### src/rtl/regfile_alu_sequencer.sv
//==== regfile_alu_sequencer: valid/ready command sequencer, sole driver of RegFile_Alu controls
//==== rev 1.0
`default_nettype none

module regfile_alu_sequencer #(
  parameter bit         CLEAR_ON_RESET = 1'b1,
  parameter logic [4:0] MOVI_OP        = 5'b01101
) (
  input  logic        Clk,
  input  logic        Rst,
  input  logic        cmd_valid,
  output logic        cmd_ready,
  input  logic [4:0]  cmd_opcode,
  input  logic        cmd_imm_s,
  input  logic [3:0]  cmd_rdest,
  input  logic [3:0]  cmd_rsrc,
  input  logic [15:0] cmd_imm,
  input  logic        cmd_wb,
  output logic        resp_valid,
  input  logic        resp_ready,
  output logic [15:0] resp_data,
  output logic [4:0]  resp_flags,
  output logic        busy,
  output logic [3:0]  alu_rdest,
  output logic [3:0]  alu_rsrc,
  output logic        alu_en,
  output logic        alu_rst,
  output logic [15:0] alu_imm,
  output logic        alu_imm_s,
  output logic [4:0]  alu_opcode,
  input  logic [15:0] alu_result,
  input  logic [4:0]  alu_flags
);

  typedef enum logic [1:0] {
    S_INIT = 2'd0,
    S_IDLE = 2'd1,
    S_EXEC = 2'd2,
    S_RESP = 2'd3
  } state_t;

  state_t      state_q;
  logic [3:0]  clr_cnt_q;
  logic        cmd_ready_q;
  logic        resp_valid_q;
  logic [15:0] resp_data_q;
  logic [4:0]  resp_flags_q;
  logic        alu_en_q;
  logic [3:0]  alu_rdest_q;
  logic [3:0]  alu_rsrc_q;
  logic [15:0] alu_imm_q;
  logic        alu_imm_s_q;
  logic [4:0]  alu_opcode_q;

  always_ff @(posedge Clk) begin
    if (Rst) begin
      if (CLEAR_ON_RESET) state_q <= S_INIT;
      else                state_q <= S_IDLE;
      clr_cnt_q    <= 4'd0;
      cmd_ready_q  <= 1'b0;
      resp_valid_q <= 1'b0;
      resp_data_q  <= 16'h0000;
      resp_flags_q <= 5'd0;
      alu_en_q     <= 1'b0;
      alu_rdest_q  <= 4'd0;
      alu_rsrc_q   <= 4'd0;
      alu_imm_q    <= 16'h0000;
      alu_imm_s_q  <= 1'b0;
      alu_opcode_q <= 5'd0;
    end else begin
      case (state_q)
        // Clear R0..R15 with MOVI #0, one register per cycle.
        S_INIT: begin
          alu_en_q     <= 1'b1;
          alu_opcode_q <= MOVI_OP;
          alu_imm_s_q  <= 1'b1;
          alu_imm_q    <= 16'h0000;
          alu_rdest_q  <= clr_cnt_q;
          clr_cnt_q    <= clr_cnt_q + 4'd1;
          if (clr_cnt_q == 4'hF) state_q <= S_IDLE;
        end
        S_IDLE: begin
          alu_en_q <= 1'b0;
          if (cmd_valid && cmd_ready_q) begin
            alu_opcode_q <= cmd_opcode;
            alu_imm_s_q  <= cmd_imm_s;
            alu_rdest_q  <= cmd_rdest;
            alu_rsrc_q   <= cmd_rsrc;
            alu_imm_q    <= cmd_imm;
            alu_en_q     <= cmd_wb;
            cmd_ready_q  <= 1'b0;
            state_q      <= S_EXEC;
          end else begin
            cmd_ready_q <= 1'b1;
          end
        end
        // Capture happens on the same edge as the register write, so the
        // response carries the pre-write ALU output.
        S_EXEC: begin
          alu_en_q     <= 1'b0;
          resp_data_q  <= alu_result;
          resp_flags_q <= alu_flags;
          resp_valid_q <= 1'b1;
          state_q      <= S_RESP;
        end
        S_RESP: begin
          if (resp_ready) begin
            resp_valid_q <= 1'b0;
            cmd_ready_q  <= 1'b1;
            state_q      <= S_IDLE;
          end
        end
        default: begin
          alu_en_q    <= 1'b0;
          cmd_ready_q <= 1'b0;
          state_q     <= S_IDLE;
        end
      endcase
    end
  end

  assign cmd_ready  = cmd_ready_q;
  assign resp_valid = resp_valid_q;
  assign resp_data  = resp_data_q;
  assign resp_flags = resp_flags_q;
  assign busy       = (state_q != S_IDLE);
  assign alu_rdest  = alu_rdest_q;
  assign alu_rsrc   = alu_rsrc_q;
  assign alu_en     = alu_en_q;
  assign alu_rst    = Rst;
  assign alu_imm    = alu_imm_q;
  assign alu_imm_s  = alu_imm_s_q;
  assign alu_opcode = alu_opcode_q;

endmodule

`default_nettype wire

### config.mk
export PLATFORM = sky130hd
export DESIGN_NAME = regfile_alu_sequencer
export DESIGN_NICKNAME = d
export VERILOG_FILES = /design/src/rtl/regfile_alu_sequencer.sv
export SDC_FILE = /design/constraint.sdc
export NUM_CORES = 1
export LEC_CHECK = 0
export CAP_MARGIN = 40
export CORE_UTILIZATION = 40
export CTS_CLUSTER_DIAMETER = 100
export CTS_CLUSTER_SIZE = 12
export DETAILED_ROUTE_END_ITERATION = 8
export PLACE_DENSITY = 0.91
export SYNTH_ARGS = -nofsm -noshare
export SYNTH_HDL_FRONTEND = slang
export SYNTH_SLANG_ARGS = --single-unit
### constraint.sdc
create_clock -name Clk -period 2.7 [get_ports Clk]
set_clock_uncertainty 0.15 [all_clocks]
set_input_delay 0.54 -clock Clk [delete_from_list [all_inputs] [get_ports Clk]]
set_output_delay 0.54 -clock Clk [all_outputs]
set_load 0.02 [all_outputs]
==> metrics <==
status finished clean; Yosys top cell area share about 52%; area grow syn2layout 56.9%; met2 WL ~2800 um; worst slack at placement ~0.44 ns; htree depth 3; drt total wl a little under 6000 um; layout cells sized above 1 approximately 7.5%; vias in the first global route around 2200; Top Metal Used met4; Final Hold Vio Count 0; NetSw about 670 uW; CTS Buf Count 9; M1 wire length between 2000 and 2500 um; Resized cells post-CTS 0; CP startpoint state_q[1]; maximum VDD drop about 0.32 mV; WHS roughly 0.3 ns; most frequent cell after synthesis dfxtp_1; Initial Util roughly two fifths; Setup TNS 0 ns; Worst-path clk slew approximately 0.06 ns; worst slew pin tran between 0.5 and 0.6 ns; Ys Warns 0; CTS max path bufs 2; Non-Filler Instances 434; clock network fraction of total power about 30%; Power Density approximately 630 nW/um^2; crit end category output port; initial antenna violation count 0; setup violators final 0; CP required ~2 ns; met3 wire length roughly 470 um; Reg area ~1200 um^2; WL per Instance roughly 13 um; crit path kind flop to output port; DR iter-0 viols approximately 110; R2R cell count 5; Tcrit/Tclk final between 80% and 90%; port bufs between 100 and 150; hold_buf cts 0; Yosys reg bits 60; final worst-path setup slack around 0.36 ns; total grt overflow 0; fin crit period between 2 and 2.5 ns; RSZ-0062 raised after global routing no; CP Max Fanout 5; dpl hpwl roughly 4100 um; Main synth FF type dfxtp_1; CTS tree yes; DRT antenna net count 0; syn nets approximately 310; Lkg Pwr 1.29 nW; reg2reg setup slack 0.69 ns; final slew viol count 0; Worst R2R Start state_q[1]; Placed Instances roughly 420; Post-synth EDFFs 0; Arr. time, crit path 1.65 ns; Die W ~78 um; top cells by area, synth dfxtp_1 52%, mux2i_1 12%, nand2_1 5.2%, a21oi_1 5.0%, nor2_1 4.9%; Vias/cell between 4 and 5; vias 2160; Fill cells between 400 and 500; Comb pwr share 25.7%; internal power between 1.5 and 2 mW; # diodes 0; area of the multi-input gates around 1000 um^2; RePlAce Congestion between 0.7 and 0.8; All-Layer GR Usage between 10% and 20%; Post-synth top cells 60 x dfxtp_1, 32 x nand2_1, 30 x nor2_1, 27 x mux2i_1, 23 x a21oi_1; largest net degree at the start of global routing 58; CTS sink count 60; core area around 5500 um^2; HP Class flop to flop; syn_area_per_cell between 9 and 10 um^2; max_slew headroom a little over 60%; Mapped Cells between 200 and 250; worst skew pair latency between 0.3 and 0.4 ns; Seq pwr share between 40% and 50%; Setup Buffers After CTS 0; IO Pins 112; Mapped Area between 2000 and 2500 um^2; DRT Pass-1 Iters 4; Post-route DRC 0; Nets 420; CP Launch Type flop; Synth cell types 24; Sw Ratio between 20% and 30%; FF-to-FF End state_q[0]; fraction of registers with async set or reset after synthesis 0%; f_max ~430 MHz; Die ar. around 6100 um^2; sequential area share after synthesis between 50% and 60%; Clock Tree Root clkbuf_8; CP endpoint busy; die height about 80 um; Site Rows 27; first-pass GRT wire length 9460 um; maxcap violations 0; Yosys top cell by area dfxtp_1
-- cell families (layout without fill, tap and decap cells) --
group | Yosys count | in the layout | share of synthesized area (%)
mux | 29 | 29 | 12.6
fa+ha+maj | 6 | 6 | 3.24
flops | 60 | 60 | 51.8
buf+inv | 24 | 137 | 4.75
compound gates | 34 | 34 | 9.22
xor+xnor | 3 | 3 | 1.13
simple gates | 93 | 93 | 17.3
-- worst min-delay path by stage --
stage	startpoint	end	slack, ns	cells after the start
2_1_floorplan	state_q[1]	state_q[1]	0.33	2
5_1_grt	alu_rsrc[2]	alu_rsrc[2]	0.33	2
6_report	alu_rsrc[2]	alu_rsrc[2]	0.30	2
3_3_place_gp	alu_rsrc[2]	alu_rsrc[2]	0.29	2
3_5_place_dp	alu_rsrc[2]	alu_rsrc[2]	0.30	2
4_1_cts	alu_rsrc[2]	alu_rsrc[2]	0.31	2
-- critical path: stages (launching register included) --
cell and delay (ns):
dfxtp_1 0.40, inv_1 0.09, ha_1 0.19, inv_1 0.05, clkdlybuf4s50_1 0.60
-- cell type report --
type / instances / share of cell area, %
Tap cell: 72 / 2.48
Inverter: 5 / 0.516
Sequential cell: 60 / 33.0
Timing Repair Buffer: 117 / 31.6
Multi-Input combinational cell: 165 / 27.7
Clock buffer: 13 / 4.37
Clock inverter: 2 / 0.275
-- layer usage --
| layer | up-vias | global-route usage, % |
|---|---|---|
| met2 | 103 | 34.7 |
| met4 | 0 | 11.1 |
| met1 | 975 | 21.3 |
| met5 | - | 0 |
| li1 | 1064 | - |
| met3 | 18 | 5.35 |
-- sequential cells by signal, indices dropped and copies added (netlist names) --
name,cells
alu_opcode,5
resp_valid,1
state_q,2
resp_flags,5
alu_imm,16
alu_rdest,4
cmd_ready,1
alu_rsrc,4
resp_data,16
alu_en,1
alu_imm_s,1
clr_cnt_q,4
-- through the flow --
stage                     utilization (%)  area, um^2  power, mW
final                                65.7        3640       2.28
after global routing                 65.7        3640       2.41
after CTS                            65.7        3640       2.31
after detailed placement             62.6        3470       1.61
after global placement               62.6        3470       1.60
after floorplan                         -        2320       1.36
-- power by group through the flow --
stage,clock [mW],sequential (mW),combinational (mW)
floorplan,0,1.07,0.290
global placement,0,1.02,0.571
CTS,0.707,1.01,0.589
finish,0.688,1.01,0.586
detailed placement,0,1.03,0.584
global route,0.754,1.02,0.635
-- cells in the final DEF, fill, tap and decap left out, drive strengths merged --
| master | count |
|---|---|
| clkdlybuf4s50 | 110 |
| dfxtp | 60 |
| nand2 | 32 |
| nor2 | 30 |
| mux2i | 27 |
| a21oi | 23 |
| nand3 | 20 |
| clkbuf | 13 |
| buf | 7 |
| ha | 6 |
| inv | 5 |
| a211oi | 5 |
| nor3 | 5 |
| o221a | 4 |
| nor2b | 3 |
| mux2 | 2 |
| xor2 | 2 |
| clkinv | 2 |
| and3 | 1 |
| nand2b | 1 |
| xnor2 | 1 |
| a222oi | 1 |
| nand4 | 1 |
| o22ai | 1 |
Power figures use the tool's default switching activity.
